[src/rtl/cp0_pkg.sv]
// CP0 register numbers, exception codes and Status/Cause field positions
// shared by the coprocessor-0 block and its timer.
package cp0_pkg;

  localparam logic [4:0] CP0_COUNT   = 5'd9;
  localparam logic [4:0] CP0_COMPARE = 5'd11;
  localparam logic [4:0] CP0_STATUS  = 5'd12;
  localparam logic [4:0] CP0_CAUSE   = 5'd13;
  localparam logic [4:0] CP0_EPC     = 5'd14;
  localparam logic [4:0] CP0_PRID    = 5'd15;

  localparam logic [4:0] EXC_INT = 5'd0;
  localparam logic [4:0] EXC_SYS = 5'd8;
  localparam logic [4:0] EXC_RI  = 5'd10;
  localparam logic [4:0] EXC_OV  = 5'd12;

  localparam int ST_IE    = 0;
  localparam int ST_EXL   = 1;
  localparam int ST_IM_LO = 10;
  localparam int ST_IM_HI = 15;

  localparam int CA_EXC_LO = 2;
  localparam int CA_EXC_HI = 6;
  localparam int CA_IP_LO  = 10;
  localparam int CA_IP_HI  = 15;

endpackage

[src/rtl/cp0_timer.sv]
// Count/Compare timer; raises pending on a Count==Compare match
// and holds it until Compare is rewritten.
module cp0_timer #(
  parameter bit TIMER_EN = 1'b1
) (
  input  logic        clk,
  input  logic        rst,
  input  logic        count_we,
  input  logic        compare_we,
  input  logic [31:0] wdata,
  output logic [31:0] count_o,
  output logic [31:0] compare_o,
  output logic        pending_o
);

  logic [31:0] count_q, count_d;
  logic [31:0] compare_q, compare_d;
  logic        pending_q, pending_d;

  always_comb begin
    count_d   = count_q;
    compare_d = compare_q;
    pending_d = pending_q;
    if (compare_we) compare_d = wdata;
    if (TIMER_EN) begin
      count_d = count_we ? wdata : count_q + 32'd1;
      // match uses pre-edge values; a Compare write wins
      if (compare_we)
        pending_d = 1'b0;
      else if (count_q == compare_q)
        pending_d = 1'b1;
    end else begin
      count_d   = '0;
      pending_d = 1'b0;
    end
  end

  always_ff @(posedge clk or posedge rst) begin
    if (rst) begin
      count_q   <= '0;
      compare_q <= 32'hFFFF_FFFF;
      pending_q <= 1'b0;
    end else begin
      count_q   <= count_d;
      compare_q <= compare_d;
      pending_q <= pending_d;
    end
  end

  assign count_o   = count_q;
  assign compare_o = compare_q;
  assign pending_o = pending_q;

endmodule

[src/rtl/cp0_unit.sv]
// Coprocessor 0: exception/interrupt arbitration, EPC for the PC mux,
// MTC0/MFC0 access, ERET and the Count/Compare timer interrupt.
module cp0_unit
  import cp0_pkg::*;
#(
  parameter logic [31:0] PRID     = 32'h0001_8000,
  parameter bit          TIMER_EN = 1'b1
) (
  input  logic        clk,
  input  logic        rst,
  input  logic [31:0] pc,
  input  logic        isCOP0,
  input  logic        isMtc0,
  input  logic        isMfc0,
  input  logic        isEret,
  input  logic [4:0]  cp0_addr,
  input  logic [31:0] wdata,
  input  logic        ri_exc,
  input  logic        sys_exc,
  input  logic        ov_exc,
  input  logic [4:0]  ext_int,
  output logic [31:0] rdata,
  output logic        hasExp,
  output logic [31:0] cp0_target_addr,
  output logic [31:0] status_o,
  output logic [31:0] cause_o
);

  logic        ie_q, ie_d;
  logic        exl_q, exl_d;
  logic [5:0]  im_q, im_d;
  logic [4:0]  exc_q, exc_d;
  logic [31:0] epc_q, epc_d;

  logic [31:0] count, compare;
  logic        pending;
  logic [5:0]  ip;
  logic        int_req, sync_req;
  logic        mtc0_en, eret_en;
  logic [4:0]  win_code;
  logic        unused_mfc0;

  assign unused_mfc0 = isMfc0;

  assign ip       = {pending, ext_int};
  assign int_req  = ie_q & ~exl_q & |(ip & im_q);
  assign sync_req = ri_exc | sys_exc | ov_exc;
  assign hasExp   = ~rst & (int_req | sync_req);
  assign mtc0_en  = isCOP0 & isMtc0 & ~hasExp;
  assign eret_en  = isCOP0 & isEret & ~hasExp;

  always_comb begin
    if (int_req)      win_code = EXC_INT;
    else if (ri_exc)  win_code = EXC_RI;
    else if (sys_exc) win_code = EXC_SYS;
    else              win_code = EXC_OV;
  end

  cp0_timer #(.TIMER_EN(TIMER_EN)) u_timer (
    .clk        (clk),
    .rst        (rst),
    .count_we   (mtc0_en && cp0_addr == CP0_COUNT),
    .compare_we (mtc0_en && cp0_addr == CP0_COMPARE),
    .wdata      (wdata),
    .count_o    (count),
    .compare_o  (compare),
    .pending_o  (pending)
  );

  always_comb begin
    ie_d  = ie_q;
    exl_d = exl_q;
    im_d  = im_q;
    exc_d = exc_q;
    epc_d = epc_q;
    if (hasExp) begin
      exc_d = win_code;
      exl_d = 1'b1;
      // nested exception keeps the original return address
      if (!exl_q) epc_d = pc;
    end else begin
      if (eret_en) exl_d = 1'b0;
      if (mtc0_en && cp0_addr == CP0_STATUS) begin
        ie_d  = wdata[ST_IE];
        exl_d = wdata[ST_EXL];
        im_d  = wdata[ST_IM_HI:ST_IM_LO];
      end
      if (mtc0_en && cp0_addr == CP0_EPC) epc_d = wdata;
    end
  end

  always_ff @(posedge clk or posedge rst) begin
    if (rst) begin
      ie_q  <= 1'b0;
      exl_q <= 1'b0;
      im_q  <= '0;
      exc_q <= '0;
      epc_q <= '0;
    end else begin
      ie_q  <= ie_d;
      exl_q <= exl_d;
      im_q  <= im_d;
      exc_q <= exc_d;
      epc_q <= epc_d;
    end
  end

  always_comb begin
    status_o = '0;
    status_o[ST_IE]  = ie_q;
    status_o[ST_EXL] = exl_q;
    status_o[ST_IM_HI:ST_IM_LO] = im_q;
    cause_o = '0;
    cause_o[CA_EXC_HI:CA_EXC_LO] = exc_q;
    cause_o[CA_IP_HI:CA_IP_LO]   = ip;
  end

  always_comb begin
    unique case (cp0_addr)
      CP0_COUNT:   rdata = count;
      CP0_COMPARE: rdata = compare;
      CP0_STATUS:  rdata = status_o;
      CP0_CAUSE:   rdata = cause_o;
      CP0_EPC:     rdata = epc_q;
      CP0_PRID:    rdata = PRID;
      default:     rdata = '0;
    endcase
  end

  assign cp0_target_addr = epc_q;

endmodule

[config.mk]
export PLATFORM = sky130hd
export DESIGN_NAME = cp0_unit
export DESIGN_NICKNAME = d
export VERILOG_FILES = /design/src/rtl/cp0_pkg.sv /design/src/rtl/cp0_timer.sv /design/src/rtl/cp0_unit.sv
export SDC_FILE = /design/constraint.sdc
export NUM_CORES = 1
export LEC_CHECK = 0
export BUFFER_PORTS_ARGS = -buffer_cell sky130_fd_sc_hd__buf_4
export CORE_MARGIN = 2
export CORE_UTILIZATION = 52
export DETAILED_ROUTE_END_ITERATION = 8
export PLACE_DENSITY_LB_ADDON = 0.08
export SYNTH_ARGS = -nofsm -noshare
export SYNTH_HDL_FRONTEND = slang
export SYNTH_SLANG_ARGS = --single-unit
[constraint.sdc]
create_clock -name clk -period 3.5 [get_ports clk]
set_input_delay 0 -clock clk [delete_from_list [all_inputs] [get_ports clk]]
set_output_delay 0 -clock clk [all_outputs]
set_load 0.005 [all_outputs]
* Yosys cells after proc, flatten, opt, wreduce, memory -nomap -nowiden *
Index checks and enable logic that the tools add are counted.

word-level totals
  bits in registers = 110
  bits of input ports = 83
  output and inout bits = 129
  word-level logic and storage cells = 54

operators by class
  add/sub/neg operators = 1
  equal/unequal tests = 8
  muxes and demuxes = 13
  bitwise operators = 14
  reductions and logical operators = 10

operator list
  kind                                           count
  case mux 32 bit (6 select lines)               1
  2-to-1 mux 32 bit                              4
  adder 32 x 1 -> 32 bit, second input constant  1
  == test 32 bit                                 1
  == test 5 x 4 -> 1 bit, second input constant  6
  bitwise AND 1 bit                              7
  bitwise AND 6 bit                              1
  2-to-1 mux 3 bit                               2
  OR reduction 6 bit                             1
  2-to-1 mux 1 bit                               5
  logical AND 1 bit                              4
  2-to-1 mux 4 bit                               1
  AND reduction 2 bit                            2
  nonzero test 2 bit                             2
  NOT 1 bit                                      3
  bitwise OR 1 bit                               3
  nonzero test 3 bit                             1
  inequality test 2 bit, second input constant   1

* Logic depth before layout (Yosys ltp) *
  word-level depth = 10
  depth in mapped cells = 7
  mapped depth without buffers = 6

* By module *
From an unflattened synthesis, not the netlist that was laid out.

unflattened totals
  cell total of the unflattened synthesis = 672
  area total of the unflattened synthesis = 6612.6 sq um

by module, submodules not included
  module     times used  cells an instance  area an instance (sq um)
  cp0_timer  1           307                3344.5
  cp0_unit   1           365                3268.1

* Worst setup path after synthesis *
No wires, ideal clock.

  path kind = register to register
  start point = register im_q[4]
  end point = register u_timer.count_q[7], in the netlist u_timer.count_o[7]
  library setup time = 0.125 ns
  arrival = 1.842 ns
  required time = 3.375 ns
  setup slack = 1.534 ns
  stages on the path, launching flop included = 6
  cell sequence = dfrtp_1 > a22oi_2 > nand4_4 > a2111oi_4 > buf_2 > mux2_2

between the ends
  word-level cells in the longest chain between the ends = 9

ends and longest elaborated chain
  what                        RTL line         RTL
  from (decl)                 cp0_unit.sv:31   logic [5:0] im_q, im_d;
  from (signal assigned)      cp0_unit.sv:102  im_q <= im_d;
  bitwise AND 6 bit           cp0_unit.sv:46   assign int_req = ie_q & ~exl_q & |(ip & im_q);
  OR reduction 6 bit          cp0_unit.sv:46
  bitwise AND 1 bit           cp0_unit.sv:46
  bitwise OR 1 bit            cp0_unit.sv:48   assign hasExp = ~rst & (int_req | sync_req);
  bitwise AND 1 bit           cp0_unit.sv:48
  NOT 1 bit (no source line)  --
  bitwise AND 1 bit           cp0_unit.sv:49   assign mtc0_en = isCOP0 & isMtc0 & ~hasExp;
  logical AND 1 bit           cp0_unit.sv:62   .count_we (mtc0_en && cp0_addr == CP0_COUNT),
  2-to-1 mux 32 bit           cp0_timer.sv:26  count_d = count_we ? wdata : count_q + 32'd1;
  net u_timer.count_d[7]      cp0_timer.sv:16  logic [31:0] count_q, count_d;
  to (signal assigned)        cp0_timer.sv:44  count_q <= count_d;
  to (decl)                   cp0_timer.sv:16

The timed path passes the listed nets, and every way through them passes these cells.
A chain may end at the register's enable or synchronous reset.

* Worst setup path after layout *
  start point = register im_q[1]
  end point = register u_timer.compare_q[29], in the netlist u_timer.compare_o[29]

between the ends
  word-level cells in the longest chain between the ends = 8

ends and longest elaborated chain
  what                        RTL line         RTL
  bitwise AND 6 bit           cp0_unit.sv:46
  OR reduction 6 bit          cp0_unit.sv:46
  bitwise AND 1 bit           cp0_unit.sv:46
  bitwise OR 1 bit            cp0_unit.sv:48
  bitwise AND 1 bit           cp0_unit.sv:48
  NOT 1 bit (no source line)  --
  bitwise AND 1 bit           cp0_unit.sv:49
  logical AND 1 bit           cp0_unit.sv:63   .compare_we (mtc0_en && cp0_addr == CP0_COMPARE),
  to (signal assigned)        cp0_timer.sv:45  compare_q <= compare_d;
  to (decl)                   cp0_timer.sv:17  logic [31:0] compare_q, compare_d;

Every way passes these cells.

==> impl_metrics.py <==
metrics = {
    "logic_synthesis": {
        "ys_warn_count": 0,
        "ys_seq_elements": 108,
        "netlist_area_um2": 6630,
        "synth.distinct_cells": 53,
        "synth_ff_type": "dfrtp_1",
        "synth.yosys.seq_area_share_pct": 41.4,
        "synth_edf_count": 0,
        "syn_inst": 659,
        "synthArstFlopShare_pct": 100,
        "syn_avg_cell_area_um2": 10.1,
    },
    "clock_network": {
        "cts_setup_buffers": 0,
        "root_buffer": "clkbuf_16",
        "cts_resized": 0,
        "tritoncts": "done",
        "cts_htree_levels": 3,
        "clock_path_buffers": 2,
        "cts_buffers": 9,
        "worstSkewPairLatency_ns": 0.36,
        "cts.clk_slew.worst_paths_ns": 0.07,
        "cts_num_sinks": 108,
    },
    "drt": {
        "vias": 5692,
        "drc_errors": 0,
        "routed_via_density": 5.49,
        "routed_wl_um": 18800,
        "wl_per_cell_um": 18.1,
        "drt_iter0_drc": 280,
        "firstDrtPassIters": 5,
        "ant_nets": 0,
    },
    "sta": {
        "slew_headroom_pct": 47.5,
        "worst_slew_pin_slew_ns": 0.787,
        "min_period_over_period_pct": 68.2,
        "setup_violations": 0,
        "finalCriticalPeriod_ns": 2.39,
        "setup_tns_ns": 0,
        "skew_ns": 0.0115,
        "whs_ns": 0.00973,
        "finalHoldViolCount": 0,
        "fmax_mhz": 419,
        "slew_violations": 0,
        "rsz0062_at_grt": "false",
    },
    "placed_design": {
        "hpwl_um": 12500,
        "io_buffers": 163,
        "place_area_um2": 7750,
        "gp_congestion": 0.883,
    },
    "run_status": {
        "status": "complete, no violations",
    },
    "final_layout": {
        "synthToLayoutAreaGrowth_pct": 31.4,
        "nFillCells": 994,
        "layout_common_cells": "173 x buf_4, 76 x dfrtp_1, 68 x dlygate4sd3_1",
        "n_antenna_cell": 0,
        "regArea_um2": 2740,
        "multiInputGateArea_um2": 3460,
        "final_common_cell": "buf_4",
        "nets": 943,
        "drive_gt1_share_pct": 32.3,
        "finish.instance_area_um2": 8710,
    },
    "die": {
        "design.core.area_um2": 12500,
        "initial_core_util_pct": 53.0,
        "die_w_um": 117,
        "io_pins": 212,
        "die_h_um": 117,
        "std_cell_rows": 41,
        "dieArea_um2": 13700,
    },
    "critical_path": {
        "worst_r2r_endpoint": "u_timer.compare_o[29]$_DFFE_PP1P_",
        "arrival_ns": 2.66,
        "r2r_slack_ns": 1.11,
        "reg2reg_from": "im_q[1]$_DFFE_PP0P_",
        "cp-endpoint": "u_timer.compare_o[29]$_DFFE_PP1P_",
        "worstSetupStartpoint": "im_q[1]$_DFFE_PP0P_",
        "r2r.worst_path.cells": 7,
        "end_kind": "flop",
        "criticalPathCategory": "flop to flop",
        "path_max_fanout": 30,
        "critPathLaunchType": "flop",
        "crit_required_ns": 3.78,
    },
    "global_routing": {
        "first_global_vias": 5583,
        "gr-total-overflow": 0,
        "grt_antenna_before_repair": 0,
        "grt_max_degree": 63,
        "grt_usage_pct": 27.5,
        "grt_pass1_wl_um": 28800,
    },
    "min_path": {
        "hold_path.class": "input port to flop",
    },
    "power_and_ir_drop": {
        "power.static_leakage_nw": 3.97,
        "power.total_mw": 4.16,
        "ir_drop_v": 0.000255,
        "power_density_nw_per_um2": 478,
    },
    "job": {
        "drv_cap": 0,
    },
}
-- flip-flops by register name, indices dropped and copies added (netlist names) --
register	cells
exc_q	3
exl_q	1
im_q	6
ie_q	1
u_timer.count_o	32
u_timer.compare_o	32
u_timer.pending_o	1
cp0_target_addr	32
-- final cells by class --
class	count	area share [%]
clock buffers	10	2.74
clock inverters	6	0.460
inverters	10	0.460
multi-input cells	489	39.7
flip-flops and latches	108	31.5
well taps	172	2.47
repair buffers	241	22.7
-- critical path, stage by stage (launching register included) --
cell	delay (ns)
dfrtp_1	0.41
a22oi_2	0.34
nand4_4	0.21
nand2_4	0.14
inv_2	0.07
nor4b_4	0.28
buf_4	0.46
mux2_2	0.39
-- synth_stat cells, drive strengths merged (2+ instances only) --
cell type	instances	area, um^2
a22oi	6	60.1
inv	10	37.5
nor2b	3	18.8
nand4	14	109
a21oi	7	38.8
nor4	12	81.3
o22ai	9	56.3
buf	69	487
a22o	34	298
clkbuf	29	109
o32ai	3	26.3
mux2i	38	380
xnor2	56	490
mux2	41	473
nand2b	2	12.5
nor3	11	66.3
and2	3	18.8
nand3	12	60.1
dfrtp	76	1900
xor2	5	43.8
o21ai	49	245
and4	5	43.8
a31oi	2	12.5
nor2	19	71.3
nand2	64	248
dfstp	32	841
a21o	34	255
-- per-stage QoR --
stage                     util [%]  cells  setup slack, ns
after floorplan                  -    705            0.707
after global placement        61.9    952             1.20
after detailed placement      61.9    952             1.13
after CTS                     69.6   1036             1.13
after global routing          69.6   1036            0.990
final                         69.6   1036             1.11
-- layer usage --
layer / track usage [%] / up-vias / part of all wire [%]
met5: 0 / - / 0
met4: 11.0 / 0 / 2.4
met3: 4.12 / 32 / 5.3
met2: 47.3 / 197 / 50
met1: 35.1 / 2824 / 42
li1: - / 2639 / -
-- worst min path at each step --
| stage | startpoint | endpoint | slack, ns | depth (start not counted) |
|---|---|---|---|---|
| floorplan | ext_int[0] | cause_o[10] | 0.08 | 1 |
| global placement | rst | exl_q$_DFFE_PP0P_ | 0.17 | 2 |
| detailed placement | rst | exc_q[3]$_DFFE_PP0N_ | 0.17 | 2 |
| CTS | sys_exc | exc_q[2]$_DFFE_PP0N_ | 0.0003 | 3 |
| global route | sys_exc | exc_q[2]$_DFFE_PP0N_ | 0.02 | 3 |
| finish | sys_exc | exc_q[2]$_DFFE_PP0N_ | 0.01 | 3 |
-- where the power goes --
group / switching (mW) / leakage, nW / internal (mW) / total (mW)
logic: 0.583 / 2.61 / 0.700 / 1.28
clock network: 0.466 / 0.138 / 0.501 / 0.967
registers: 0.359 / 1.22 / 1.55 / 1.91
-- kinds of logic (layout without fill, tap and decap cells) --
| kind of cell | count (synthesis) | count (layout) | synth area share, % |
|---|---|---|---|
| compound gates | 151 | 151 | 16.1 |
| simple gates | 150 | 150 | 11.8 |
| flops | 108 | 108 | 41.4 |
| buf+inv | 108 | 267 | 9.55 |
| mux | 79 | 79 | 12.9 |
| xor+xnor | 61 | 61 | 8.06 |
| fa+ha+maj | 1 | 1 | 0.189 |
| other cells | 1 | 47 | 0.0565 |
-- what timing repair did --
action | in CTS | in global routing
endpoints found under the setup margin | 0 | 0
hold endpoints to repair | 145 | 0
hold buffers | 68 | 0
Power figures use the tool's default switching activity.
